<file path="src/rtl/axis_register_slice.sv">
// axis_register_slice: STAGES cascaded valid/ready skid-buffer stages.
// Every stage registers data, valid and ready, so long stream paths can be
// pipelined without losing throughput. STAGES=0 gives a combinational wire.
// Optional build macro: AXIS_REGISTER_SLICE_STALL_CNT_EN adds the stall_cnt
// port, a saturating count of cycles with m_valid=1 and m_ready=0.
module axis_register_slice #(
   parameter int unsigned DATA_WIDTH      = 8,
   parameter int unsigned STAGES          = 1,
   parameter int unsigned STALL_CNT_WIDTH = 32
) (
   input  logic                       clk,
   input  logic                       rst,
   input  logic [DATA_WIDTH-1:0]      s_data,
   input  logic                       s_valid,
   output logic                       s_ready,
   output logic [DATA_WIDTH-1:0]      m_data,
   output logic                       m_valid,
   input  logic                       m_ready
`ifdef AXIS_REGISTER_SLICE_STALL_CNT_EN
   ,
   output logic [STALL_CNT_WIDTH-1:0] stall_cnt
`endif
);

   typedef enum logic [1:0] {
      ST_EMPTY = 2'd0,
      ST_BUSY  = 2'd1,
      ST_FULL  = 2'd2
   } stage_state_e;

   generate
      if (DATA_WIDTH < 1) begin : g_bad_data_width
         $error("axis_register_slice: DATA_WIDTH must be >= 1");
      end
      if (STAGES > 8) begin : g_bad_stages
         $error("axis_register_slice: STAGES must be 0..8");
      end
      if (STALL_CNT_WIDTH < 1) begin : g_bad_stall_width
         $error("axis_register_slice: STALL_CNT_WIDTH must be >= 1");
      end
   endgenerate

   generate
      if (STAGES == 0) begin : g_wire
         assign m_data  = s_data;
         assign m_valid = s_valid;
         assign s_ready = m_ready;
      end else begin : g_pipe
         // Index k is the input side of stage k; index STAGES is the m_* side.
         logic [DATA_WIDTH-1:0] ch_data [STAGES+1];
         logic [STAGES:0]       ch_valid;
         logic [STAGES:0]       ch_ready;

         assign ch_data[0]       = s_data;
         assign ch_valid[0]      = s_valid;
         assign s_ready          = ch_ready[0];
         assign m_data           = ch_data[STAGES];
         assign m_valid          = ch_valid[STAGES];
         assign ch_ready[STAGES] = m_ready;

         for (genvar k = 0; k < STAGES; k++) begin : g_stage
            stage_state_e          state_q, state_d;
            logic [DATA_WIDTH-1:0] main_q, main_d;
            logic [DATA_WIDTH-1:0] skid_q, skid_d;
            logic                  rdy_q;
            logic                  in_fire;
            logic                  out_fire;

            assign in_fire  = ch_valid[k] & rdy_q;
            assign out_fire = (state_q != ST_EMPTY) & ch_ready[k+1];

            // Next state: main register feeds the output, skid catches the
            // one word that can arrive while the output is stalled.
            always_comb begin
               state_d = state_q;
               main_d  = main_q;
               skid_d  = skid_q;
               case (state_q)
                  ST_EMPTY: begin
                     if (in_fire) begin
                        main_d  = ch_data[k];
                        state_d = ST_BUSY;
                     end
                  end
                  ST_BUSY: begin
                     if (out_fire && in_fire) begin
                        main_d = ch_data[k];
                     end else if (out_fire) begin
                        state_d = ST_EMPTY;
                     end else if (in_fire) begin
                        skid_d  = ch_data[k];
                        state_d = ST_FULL;
                     end
                  end
                  ST_FULL: begin
                     if (out_fire) begin
                        main_d  = skid_q;
                        state_d = ST_BUSY;
                     end
                  end
                  default: state_d = ST_EMPTY;
               endcase
            end

            // Stage registers; ready is held low during reset and rises on
            // the first clock after reset is released.
            always_ff @(posedge clk) begin
               if (rst) begin
                  state_q <= ST_EMPTY;
                  main_q  <= '0;
                  skid_q  <= '0;
                  rdy_q   <= 1'b0;
               end else begin
                  state_q <= state_d;
                  main_q  <= main_d;
                  skid_q  <= skid_d;
                  rdy_q   <= (state_d != ST_FULL);
               end
            end

            assign ch_ready[k]   = rdy_q;
            assign ch_valid[k+1] = (state_q != ST_EMPTY);
            assign ch_data[k+1]  = main_q;
         end
      end
   endgenerate

`ifdef AXIS_REGISTER_SLICE_STALL_CNT_EN
   logic [STALL_CNT_WIDTH-1:0] stall_q, stall_d;

   // Saturating stall count: holds at all-ones instead of wrapping.
   always_comb begin
      stall_d = stall_q;
      if (m_valid && !m_ready && (stall_q != '1)) begin
         stall_d = stall_q + 1'b1;
      end
   end

   // Stall counter register.
   always_ff @(posedge clk) begin
      if (rst) begin
         stall_q <= '0;
      end else begin
         stall_q <= stall_d;
      end
   end

   assign stall_cnt = stall_q;
`endif

endmodule
</file>
<file path="config.mk">
export PLATFORM = sky130hd
export DESIGN_NAME = axis_register_slice
export DESIGN_NICKNAME = d
export VERILOG_FILES = /design/src/rtl/axis_register_slice.sv
export SDC_FILE = /design/constraint.sdc
export NUM_CORES = 1
export LEC_CHECK = 0
export BUFFER_PORTS_ARGS = -buffer_cell sky130_fd_sc_hd__clkbuf_2
export CELL_PAD_IN_SITES_DETAIL_PLACEMENT = 0
export CELL_PAD_IN_SITES_GLOBAL_PLACEMENT = 1
export CORE_ASPECT_RATIO = 0.8
export CORE_MARGIN = 2
export CORE_UTILIZATION = 44
export CTS_BUF_LIST = sky130_fd_sc_hd__clkbuf_4
export CTS_CLUSTER_SIZE = 16
export DETAILED_ROUTE_END_ITERATION = 6
export PLACE_DENSITY_LB_ADDON = 0.1
export SLEW_MARGIN = 15
export SYNTH_ARGS = -nofsm -noshare
export SYNTH_HDL_FRONTEND = slang
export SYNTH_SLANG_ARGS = --single-unit
</file>
<file path="constraint.sdc">
create_clock -name clk -period 3.4 [get_ports clk]
set_input_delay 0 -clock clk [delete_from_list [all_inputs] [get_ports clk]]
set_output_delay 0 -clock clk [all_outputs]
set_load 0.03 [all_outputs]
</file>
; ---- Word level (Yosys, flattened, before mapping)
; Index checks and enable logic that the tools add are counted.
[classes]
eq_ne = 6
reduce_logical = 6
muxes = 10
bitwise = 4
[op_table]
columns = op, count
row1 = two-way mux 8 bit, 3
row2 = one-hot mux 8 bit (3 select lines), 1
row3 = two-way mux 2 bit, 5
row4 = inequality test 2 bit (second input constant), 4
row5 = AND reduction 4 bit, 2
row6 = one-hot mux 2 bit (3 select lines), 1
row7 = nonzero test 3 bit, 1
row8 = AND 1 bit, 2
row9 = equality test 2 x 1 -> 1 bit (second input constant), 1
row10 = equality test 2 bit (second input constant), 1
row11 = zero test 2 bit, 1
row12 = NOT 1 bit, 2
row13 = nonzero test 2 bit, 1
row14 = logical AND 1 bit, 1
[totals]
register_bits = 19
out_inout_bits = 10
input_bits = 12

; ---- Depth between registers and ports, before layout
; Gate-level depths: netlist (run 1).
[logic_depth]
depth_word = 6
ltp_mapped = 6
depth_no_buf = 4

; ---- Least setup slack after synthesis (run 1)
; OpenSTA, ideal clock, no wires.
[synth_path]
path_type = register -> register
start = reg g_pipe.g_stage[0].rdy_q (netlist: s_ready)
end = reg g_pipe.g_stage[0].main_q[0] (netlist: m_data[0])
setup_time_ns = 0.128
synth_period_minus_slack_ns = 1.373
setup_slack_ns = 2.027
arrival_ns = 1.245
path_stages_with_launch = 6
cell_sequence = dfxtp_1 > nand2_4 > o31a_1 > buf_6 > mux2i_1 > nor2_1
[synth_via]
elab_chain_cells = 4
elab_cells_between_ends = 5
[synth_rtl]
columns = element, line
row1 = from (decl), 65  ; logic rdy_q;
row2 = from (signal assigned), 117  ; rdy_q <= (state_d != ST_FULL);
row3 = AND 1 bit *, 69  ; assign in_fire = ch_valid[k] & rdy_q;
row4 = logical AND 1 bit, 86  ; if (out_fire && in_fire) begin
row5 = inequality test 2 bit (no line), n/a
row6 = AND reduction 4 bit (no line) *, n/a
row7 = to (signal assigned), 115  ; main_q <= main_d;
row8 = to (decl), 63  ; logic [DATA_WIDTH-1:0] main_q, main_d;
; Every way passes the cells marked *; elsewhere a longest branch is shown, timed or not.
; A chain may end at the register's enable or synchronous reset.

; ---- Final worst setup path (run 1)
[layout_path]
start = reg g_pipe.g_stage[0].state_q[0]
end = reg g_pipe.g_stage[0].skid_q[2]
[layout_via]
elab_chain_cells = 5
elab_cells_between_ends = 7
[layout_rtl]
columns = element, line
row1 = from (decl), 62  ; stage_state_e state_q, state_d;
row2 = from (signal assigned), 114  ; state_q <= state_d;
row3 = nonzero test 2 bit, 70  ; assign out_fire = (state_q != ST_EMPTY) & ch_ready[k+1];
row4 = AND 1 bit, 70
row5 = logical AND 1 bit, 86
row6 = NOT 1 bit (no line), n/a
row7 = AND reduction 4 bit (no line) *, n/a
row8 = to (signal assigned), 116  ; skid_q <= skid_d;
row9 = to (decl), 64  ; logic [DATA_WIDTH-1:0] skid_q, skid_d;
; Marked as above.

==> results of run 1 <==
report_power, final:
group / switching [mW] / internal [mW]
clock: 0.0642 / 0.0536
sequential: 0.00531 / 0.231
combinational: 0.0375 / 0.0330
final timing paths:
path | from | to
min | m_ready | s_ready$_SDFF_PP0_
max reg2reg | g_pipe.g_stage[0].state_q[0]$_SDFF_PP0_ | g_pipe.g_stage[0].skid_q[2]$_SDFFE_PP0P_
min reg2reg | g_pipe.g_stage[0].skid_q[1]$_SDFFE_PP0P_ | g_pipe.g_stage[0].skid_q[1]$_SDFFE_PP0P_
max | g_pipe.g_stage[0].state_q[0]$_SDFF_PP0_ | g_pipe.g_stage[0].skid_q[2]$_SDFFE_PP0P_
layout make-up:
type	instances	area share
Sequential cell	19	0.356
Clock buffer	4	0.0281
Multi-Input combinational cell	56	0.415
Tap cell	24	0.0281
Timing Repair Buffer	29	0.173
cells by family (layout without fill, tap and decap cells):
family,after synthesis,after routing
flops,19,19
buf+inv,6,33
mux,25,25
compound gates,4,4
simple gates,27,27
state kept, by name, summed over array words and instances (netlist names):
signal                  cells
g_pipe.g_stage.skid_q       8
g_pipe.g_stage.state_q      2
m_data                      8
s_ready                     1
cell usage in the layout (no fill, tap or decap), drive strengths merged:
cell type and n:
o22a 1, or2 1, o31a 1, nand2 2
o21a 1, dlygate4sd3 8, mux2 8, nor3b 1
nand4b 1, a21oi 1, nor2b 2, nand3b 1
clkbuf 25, dfxtp 19, nand2b 1, nor2 18
mux2i 17
critical path: stages (launching register included):
cell and delay [ns]:
dfxtp_1 0.41, nor2b_4 0.18, nor3b_2 0.67, mux2i_1 0.27, nor2_1 0.05
metal layers:
layer / up-vias / wire length (µm)
li1: 333 / -
met1: 289 / 755
met2: 12 / 668
met3: 2 / 56
met4: 0 / 18
met5: - / 0
timing repair:
action / in CTS / in global routing
endpoints found under the setup margin: 0 / 0
hold endpoints to repair: 8 / 0
resized for setup: 0 / 0
setup buffers: 0 / 0
hold buffers: 8 / 0
==> results.md, run 1 <==
- TritonRoute pass-1 iters: 2
- Main flop type after synthesis: dfxtp_1
- Final number of setup-violating endpoints: 0
- IO buf count: 21
- Synthesized cell area: 876 µm²
- RSZ-0062 raised after global routing: false
- Root buffer cell: clkbuf_4
- Max cap viols: 0
- Largest family of logic cells by synthesized area: multiplexers
- Crit path time final: 1.69 ns
- Fill cells: 176
- Post-Place Worst Slack: 1.71 ns
- CTS Buffer Depth: 2
- Multi-input logic area: 443 µm²
- Global-route wire length before repair: 2620 µm
- Met3 usage: 0.0310
- GRT Total Usage: 0.155
- Complex-gate fraction of the synthesized area: 0.0357
- Remaining global-route overflow: 0
- Htree depth: 1
- Clock sink count: 19
- WP data arrival: 1.87 ns
- Final Cell Area: 0.00107 mm²
- F_max: 0.590 GHz
- Post-synthesis simple-gate area fraction: 0.173
- Layout Nets: 121
- Overall power: 424 µW
- Hold Crit Class: in -> reg
- CTS tree: built
- Adder-Cell Fraction of Synth Area: 0
- DRC Markers: 0
- DRT antenna net count: 0
- Final hold vios: 0
- Share of layout cells above drive strength 1: 0.296
- Register area: 380 µm²
- Final Hold Slack: 0.0522 ns
- TritonCTS buffer count: 3
- Crit Path Class: reg -> reg
- Dominant cell type by area after synthesis: dfxtp_1
- EDFF count, synth: 0
- Worst rel slew slack: 0.458
- Core Region: 0.00187 mm²
- Area grow syn2layout: 22.0%
- Initial cell density of the core: 0.467
- Element type at the critical path start: register
- Die area: 0.00237 mm²
- Worst reg2reg setup slack: 1.71 ns
- Yosys cell types: 20
- DP Wirelength: 1030 µm
- LEAKAGE: 0.481 nW
- Top-count cell post-synth: dfxtp_1
- Setup TNS: 0 ns
- Crit. End Element: register
- Met1 usage: 0.201
- Most Crowded Layer GR: met2
- Post-synth top cells: dfxtp_1 (19), nor2_1 (18), mux2i_1 (17)
- Crit-path max FO: 8
- Post-synthesis xor/xnor area fraction: 0
- Tcrit/Tclk final: 0.498
- Setup ws final: 1.71 ns
- Gp weighted congestion: 0.695
- Syn_nets: 93
- IO Pins: 22
- Syn Area/Cell: 10.8 µm²
- Syn Inst Count: 81
- Synth top area cells: dfxtp_1 (43%), mux2i_1 (19%), mux2_1 (9.0%)
- Largest net degree at the start of global routing: 20
- Ys async rst share: 0
- Top cell type's share of synthesized area: 0.434
- Routed via count: 636
- Die width: 53.9 µm
- Row count: 14
- FF-to-FF path depth: 4
- Worst-Skew Late Latency: 0.29 ns
- Vias in the first global route: 598
- Final Util: 0.570
- Post-synthesis sequential area ratio: 0.434
- Slew @ Worst Pin: 0.809 ns
- Die H: 43.9 µm
- Via-per-instance ratio: 4.82
- Cell Pwr Density: 397 mW/mm²
- Clk slew on worst S/H paths: 0.10 ns
- Non-Filler Instances: 132
- Diodes inserted: 0
- Mux cell area share after synthesis: 0.297
- DR WL/cell: 11.3 µm
- Wirelength, routed: 1500 µm
- Max-slew violations: 0
- Placed cell areas: 958 µm²
- Global-route met2 utilization: 0.237
- Antenna violations before repair: 0
- Outcome: finished, final reports clean
- Dpl cells: 120
- Seq cells post-synth: 19
- Worst Path Required: 3.57 ns
- Iteration-0 DRC count of the detailed router: 2
- Min-Delay Path Depth: 3
- Ys Warns: 0
- Clk_skew: 0.00471 ns
- Max VDD drop: 0.249 mV
Power figures use the tool's default switching activity.
==> run 2: changes to the inputs <==
- CORE_UTILIZATION: 44 -> 41
- clock period: 3.4 -> 1.6 ns (I/O delays scaled with it)
==> run 2 against run 1 <==
Fmax grew 15%. Final area rose by 0.47%. Clock-buffer cell count is 1 lower. Critical endpoint is now m_data[3]$_SDFFE_PP0P_.
==> results.md, run 2 (same netlist as run 1, synthesis figures left out) <==
- Outcome: finished, final reports clean
- Vias in the first global route: 580
- IO buf count: 21
- Area grow syn2layout: 22.6%
- Final number of setup-violating endpoints: 0
- Leading cell types in the layout, fill and taps excluded: clkbuf_2 (21), dfxtp_1 (19), nor2_1 (18)
- Reg2reg end: m_data[3]$_SDFFE_PP0P_
- Register area: 380 µm²
- Die area: 0.00252 mm²
- Max cap viols: 0
- R2r startpoint: g_pipe.g_stage[0].state_q[1]$_SDFF_PP0_
- Core Region: 0.00194 mm²
- Gp weighted congestion: 0.607
- Antenna violations before repair: 0
- Remaining global-route overflow: 0
- Placed cell areas: 966 µm²
- Overall power: 895 µW
- Hold Crit Class: in -> reg
- Clk slew on worst S/H paths: 0.11 ns
- WP data arrival: 1.67 ns
- Final hold vios: 0
- IO Pins: 22
- FF-to-FF path depth: 3
- Tcrit/Tclk final: 0.923
- F_max: 0.677 GHz
- Clk_skew: 0.00530 ns
- Layout Nets: 122
- Crit path cell chain: o31a_1 > mux2i_1 > nor2_1
- Final Util: 0.552
- Htree depth: 1
- Wirelength, routed: 1570 µm
- Crit-path max FO: 9
- Global-route wire length before repair: 2490 µm
- Min-Delay Path Depth: 3
- TritonCTS buffer count: 3
- Non-Filler Instances: 133
- WP buf/inv: 0
- Iteration-0 DRC count of the detailed router: 2
- DRC Markers: 0
- Initial cell density of the core: 0.450
- Final Cell Area: 0.00107 mm²
- LEAKAGE: 0.486 nW
- Root buffer cell: clkbuf_4
- Crit. End Element: register
- Crit path time final: 1.48 ns
- Largest net degree at the start of global routing: 20
- Die H: 45.3 µm
- Resized cells post-CTS: 0
- Fill cells: 180
- GRT Total Usage: 0.132
- Die width: 55.7 µm
- RSZ-0062 raised after global routing: false
- Slew @ Worst Pin: 0.510 ns
- TritonRoute pass-1 iters: 6
- Row count: 14
- Hold_buf cts: 8
- CP max stage delay: 0.54 ns
- Diodes inserted: 0
- DRT antenna net count: 0
- DR WL/cell: 11.8 µm
- Clock sink count: 19
- Multi-input logic area: 443 µm²
- # Post-CTS Setup Buffers: 0
- Worst rel slew slack: 0.660
- CTS Buffer Depth: 2
- Most common cell after layout, fill and taps aside: clkbuf_2
- CP max stage cell: dfxtp_1
- Worst-Skew Late Latency: 0.30 ns
- Dpl cells: 121
- Worst Path Required: 1.79 ns
- Crit Path Class: reg -> reg
- Routed via count: 636
- DP Wirelength: 1010 µm
- CP top delay family: flip-flops
- Max VDD drop: 0.510 mV
- Worst Hold End: s_ready$_SDFF_PP0_
- Worst reg2reg setup slack: 0.12 ns
- Element type at the critical path start: register
- Max-slew violations: 0
- Worst hold start: m_ready
- CTS tree: built
- Share of layout cells above drive strength 1: 0.303
- Setup TNS: 0 ns
- Via-per-instance ratio: 4.78
- Cell Pwr Density: 833 mW/mm²
[run 2: changes by cell type in the layout (fill, tap and decap cells not counted), sizes merged]
cell,delta
buf,+1
clkbuf,-1
clkinv,+1
[run 2: layer usage]
metal  share of wire  vias to the layer above  routed length (µm)  track usage
met5               0                        -                   0            0
met4          0.0051                        0                   8       0.0439
met3           0.059                        2                  92       0.0602
met2            0.44                       15                 695        0.210
met1            0.49                      288                 771        0.163
li1                -                      331                   -            -
[run 2: power by group]
part           switching [mW]  internal, mW
logic                  0.0790        0.0705
registers              0.0119         0.490
clock network           0.150        0.0933
total                   0.241         0.654
[run 2: area by class of cell]
| class | count | share of cell area |
|---|---|---|
| well taps | 24 | 0.0280 |
| clock buffers | 3 | 0.0210 |
| multi-input cells | 56 | 0.413 |
| repair buffers | 30 | 0.179 |
| flip-flops and latches | 19 | 0.354 |
| clock inverters | 1 | 0.00466 |
[run 2: how the worst max path moves through the flow]
stage | startpoint | end | cells past startpoint
6_report | g_pipe.g_stage[0].state_q[1]$_SDFF_PP0_ | m_data[3]$_SDFFE_PP0P_ | 3
3_3_place_gp | g_pipe.g_stage[0].state_q[1]$_SDFF_PP0_ | m_data[3]$_SDFFE_PP0P_ | 3
5_1_grt | g_pipe.g_stage[0].state_q[1]$_SDFF_PP0_ | m_data[5]$_SDFFE_PP0P_ | 3
4_1_cts | g_pipe.g_stage[0].state_q[1]$_SDFF_PP0_ | m_data[3]$_SDFFE_PP0P_ | 3
2_1_floorplan | s_ready$_SDFF_PP0_ | m_data[0]$_SDFFE_PP0P_ | 5
3_5_place_dp | g_pipe.g_stage[0].state_q[1]$_SDFF_PP0_ | m_data[3]$_SDFFE_PP0P_ | 3
[run 2: stage by stage]
step / setup WS, ns / hold WS (ns)
finish: 0.124 / 0.0364
CTS: 0.0992 / 0.0267
detailed placement: 0.122 / 0.261
floorplan: 0.227 / 0.124
global route: 0.0102 / 0.0719
global placement: 0.138 / 0.251
[run 2: worst min-delay path, delay by kind of cell]
kind                   cells  cell delay, ns
and+or+nand+nor            1            0.08
buffers and inverters      1            0.15
AOI/OAI and AO/OA          1            0.07
==> run 3: changes to the inputs <==
- CORE_MARGIN: 2 -> unset
- GPL_TIMING_DRIVEN: unset -> 0
- clock period: 1.6 -> 1.65 ns (I/O delays scaled with it)
==> run 3 against run 2 <==
Non-clock buffer count rose by 4. Core utilization rose by 2.2 points. Sequential share of layout area fell by 1.4 points. Sequential power fell by 3%. Critical path type unchanged. Highest routed layer unchanged.
==> results.md, run 3 (same netlist as run 1, synthesis figures left out) <==
- Outcome: finished, final reports clean
- TritonRoute pass-1 iters: 2
- Worst rel slew slack: 0.695
- Antenna violations before repair: 0
- Clock power frac: 0.282
- Die width: 53.7 µm
- Layout Nets: 126
- Final hold vios: 0
- Most common cell after layout, fill and taps aside: clkbuf_2
- Gp weighted congestion: 0.680
- TritonCTS buffer count: 3
- IO buf count: 20
- Via-per-instance ratio: 4.72
- Crit path time final: 1.40 ns
- Max cap viols: 0
- Pint: 659 µW
- Element type at the critical path start: register
- Largest net degree at the start of global routing: 11
- Sequential Power Share: 0.547
- Crit Path Class: reg -> reg
- Vias in the first global route: 626
- # Post-CTS Setup Buffers: 0
- Clk slew on worst S/H paths: 0.10 ns
- Root buffer cell: clkbuf_4
- Fill cells: 186
- Remaining global-route overflow: 0
- Die H: 43.3 µm
- Logic pwr share: 0.172
- Worst reg2reg setup slack: 0.25 ns
- DRC Markers: 0
- IO Pins: 22
- CTS tree: built
- Cell Pwr Density: 797 mW/mm²
- Hold Crit Class: in -> reg
- Max VDD drop: 0.696 mV
- Wirelength, routed: 1590 µm
- Reg2reg end: m_data[5]$_SDFFE_PP0P_
- Final number of setup-violating endpoints: 0
- WP data arrival: 1.57 ns
- Net Sw Frac: 0.259
- LEAKAGE: 0.504 nW
- Multi-input logic area: 443 µm²
- GRT Total Usage: 0.166
- Leading cell types in the layout, fill and taps excluded: clkbuf_2 (20), dfxtp_1 (19), nor2_1 (18)
- Tcrit/Tclk final: 0.847
- Crit-path max FO: 9
- Share of layout cells above drive strength 1: 0.310
- DP Wirelength: 1070 µm
- Die area: 0.00233 mm²
- DRT antenna net count: 0
- RSZ-0062 raised after global routing: false
- Iteration-0 DRC count of the detailed router: 4
- Global-route wire length before repair: 2710 µm
- Final Hold Slack: 0.0319 ns
- DR WL/cell: 11.6 µm
- Slew @ Worst Pin: 0.457 ns
- R2r startpoint: g_pipe.g_stage[0].state_q[0]$_SDFF_PP0_
- End of the critical path: m_data[5]$_SDFFE_PP0P_
- Max-slew violations: 0
- F_max: 0.716 GHz
- Initial cell density of the core: 0.450
- Row count: 14
- FF-to-FF path depth: 5
- CTS Buffer Depth: 2
- Core Region: 0.00194 mm²
- Clock sink count: 19
- Crit. End Element: register
- Crit path from: g_pipe.g_stage[0].state_q[0]$_SDFF_PP0_
- Htree depth: 1
- Clk_skew: 0.00202 ns
- Area grow syn2layout: 27.4%
- Diodes inserted: 0
- Register area: 380 µm²
- Worst-Skew Late Latency: 0.29 ns
- Setup TNS: 0 ns
- Routed via count: 647
- Sw Pwr: 230 µW
- Worst Path Required: 1.83 ns
[run 3: cell count changes in the layout (fill, tap and decap cells not counted)]
| cell | previous run | this run |
|---|---|---|
| clkbuf_2 | 21 | 20 |
| clkinv_2 | 1 | 0 |
| clkbuf_4 | 3 | 4 |
| buf_4 | 1 | 0 |
| clkbuf_1 | 0 | 2 |
| buf_6 | 0 | 4 |
[run 3: power groups by stage]
stage | registers (mW) | clock network [mW] | logic (mW)
after global routing | 0.489 | 0.279 | 0.167
after detailed placement | 0.497 | 0 | 0.140
after floorplan | 0.520 | 0 | 0.0736
final | 0.486 | 0.250 | 0.153
after global placement | 0.496 | 0 | 0.138
after CTS | 0.486 | 0.260 | 0.154
[run 3: how the worst min path moves through the flow]
stage               startpoint                                       end  slack, ns  cells past startpoint
floorplan              m_ready                        s_ready$_SDFF_PP0_       0.12                      2
global route           m_ready                        s_ready$_SDFF_PP0_       0.03                      3
finish                 m_ready                        s_ready$_SDFF_PP0_       0.03                      3
CTS                    m_ready                        s_ready$_SDFF_PP0_       0.03                      3
detailed placement   s_data[0]  g_pipe.g_stage[0].skid_q[0]$_SDFFE_PP0P_       0.27                      3
global placement     s_data[0]  g_pipe.g_stage[0].skid_q[0]$_SDFFE_PP0P_       0.25                      3
[run 3: metrics by stage]
step	util	instance area (µm²)	cells	power (mW)	worst slack, ns
2_1_floorplan	-	876	81	0.593	0.277
3_3_place_gp	0.517	1010	125	0.634	0.309
3_5_place_dp	0.517	1010	125	0.636	0.289
4_1_cts	0.574	1120	137	0.901	0.282
5_1_grt	0.574	1120	137	0.935	0.173
6_report	0.574	1120	137	0.889	0.253
[run 3: repair_timing]
| item | 4_1_cts | 5_1_grt |
|---|---|---|
| hold endpoints to repair | 8 | 0 |
| resized for setup | 0 | 0 |
| hold buffers | 8 | 0 |
[run 3: metal layers]
metal	global-route usage	vias up	share of wire
li1	-	339	-
met1	0.211	291	0.50
met2	0.269	15	0.45
met3	0.0526	2	0.040
met4	0.0474	0	0.0082
met5	0	-	0
[run 3: cell type report]
cell class              count  area share
multi-input cells          56       0.397
clock buffers               4      0.0269
plain buffers               6      0.0471
repair buffers             28       0.161
flip-flops and latches     19       0.341
well taps                  24      0.0269
[run 3: worst max-delay path: stages, from the launching register on]
cell	delay, ns
dfxtp_1	0.43
nand2b_4	0.16
buf_6	0.14
mux2_2	0.35
mux2i_1	0.15
nor2_1	0.06
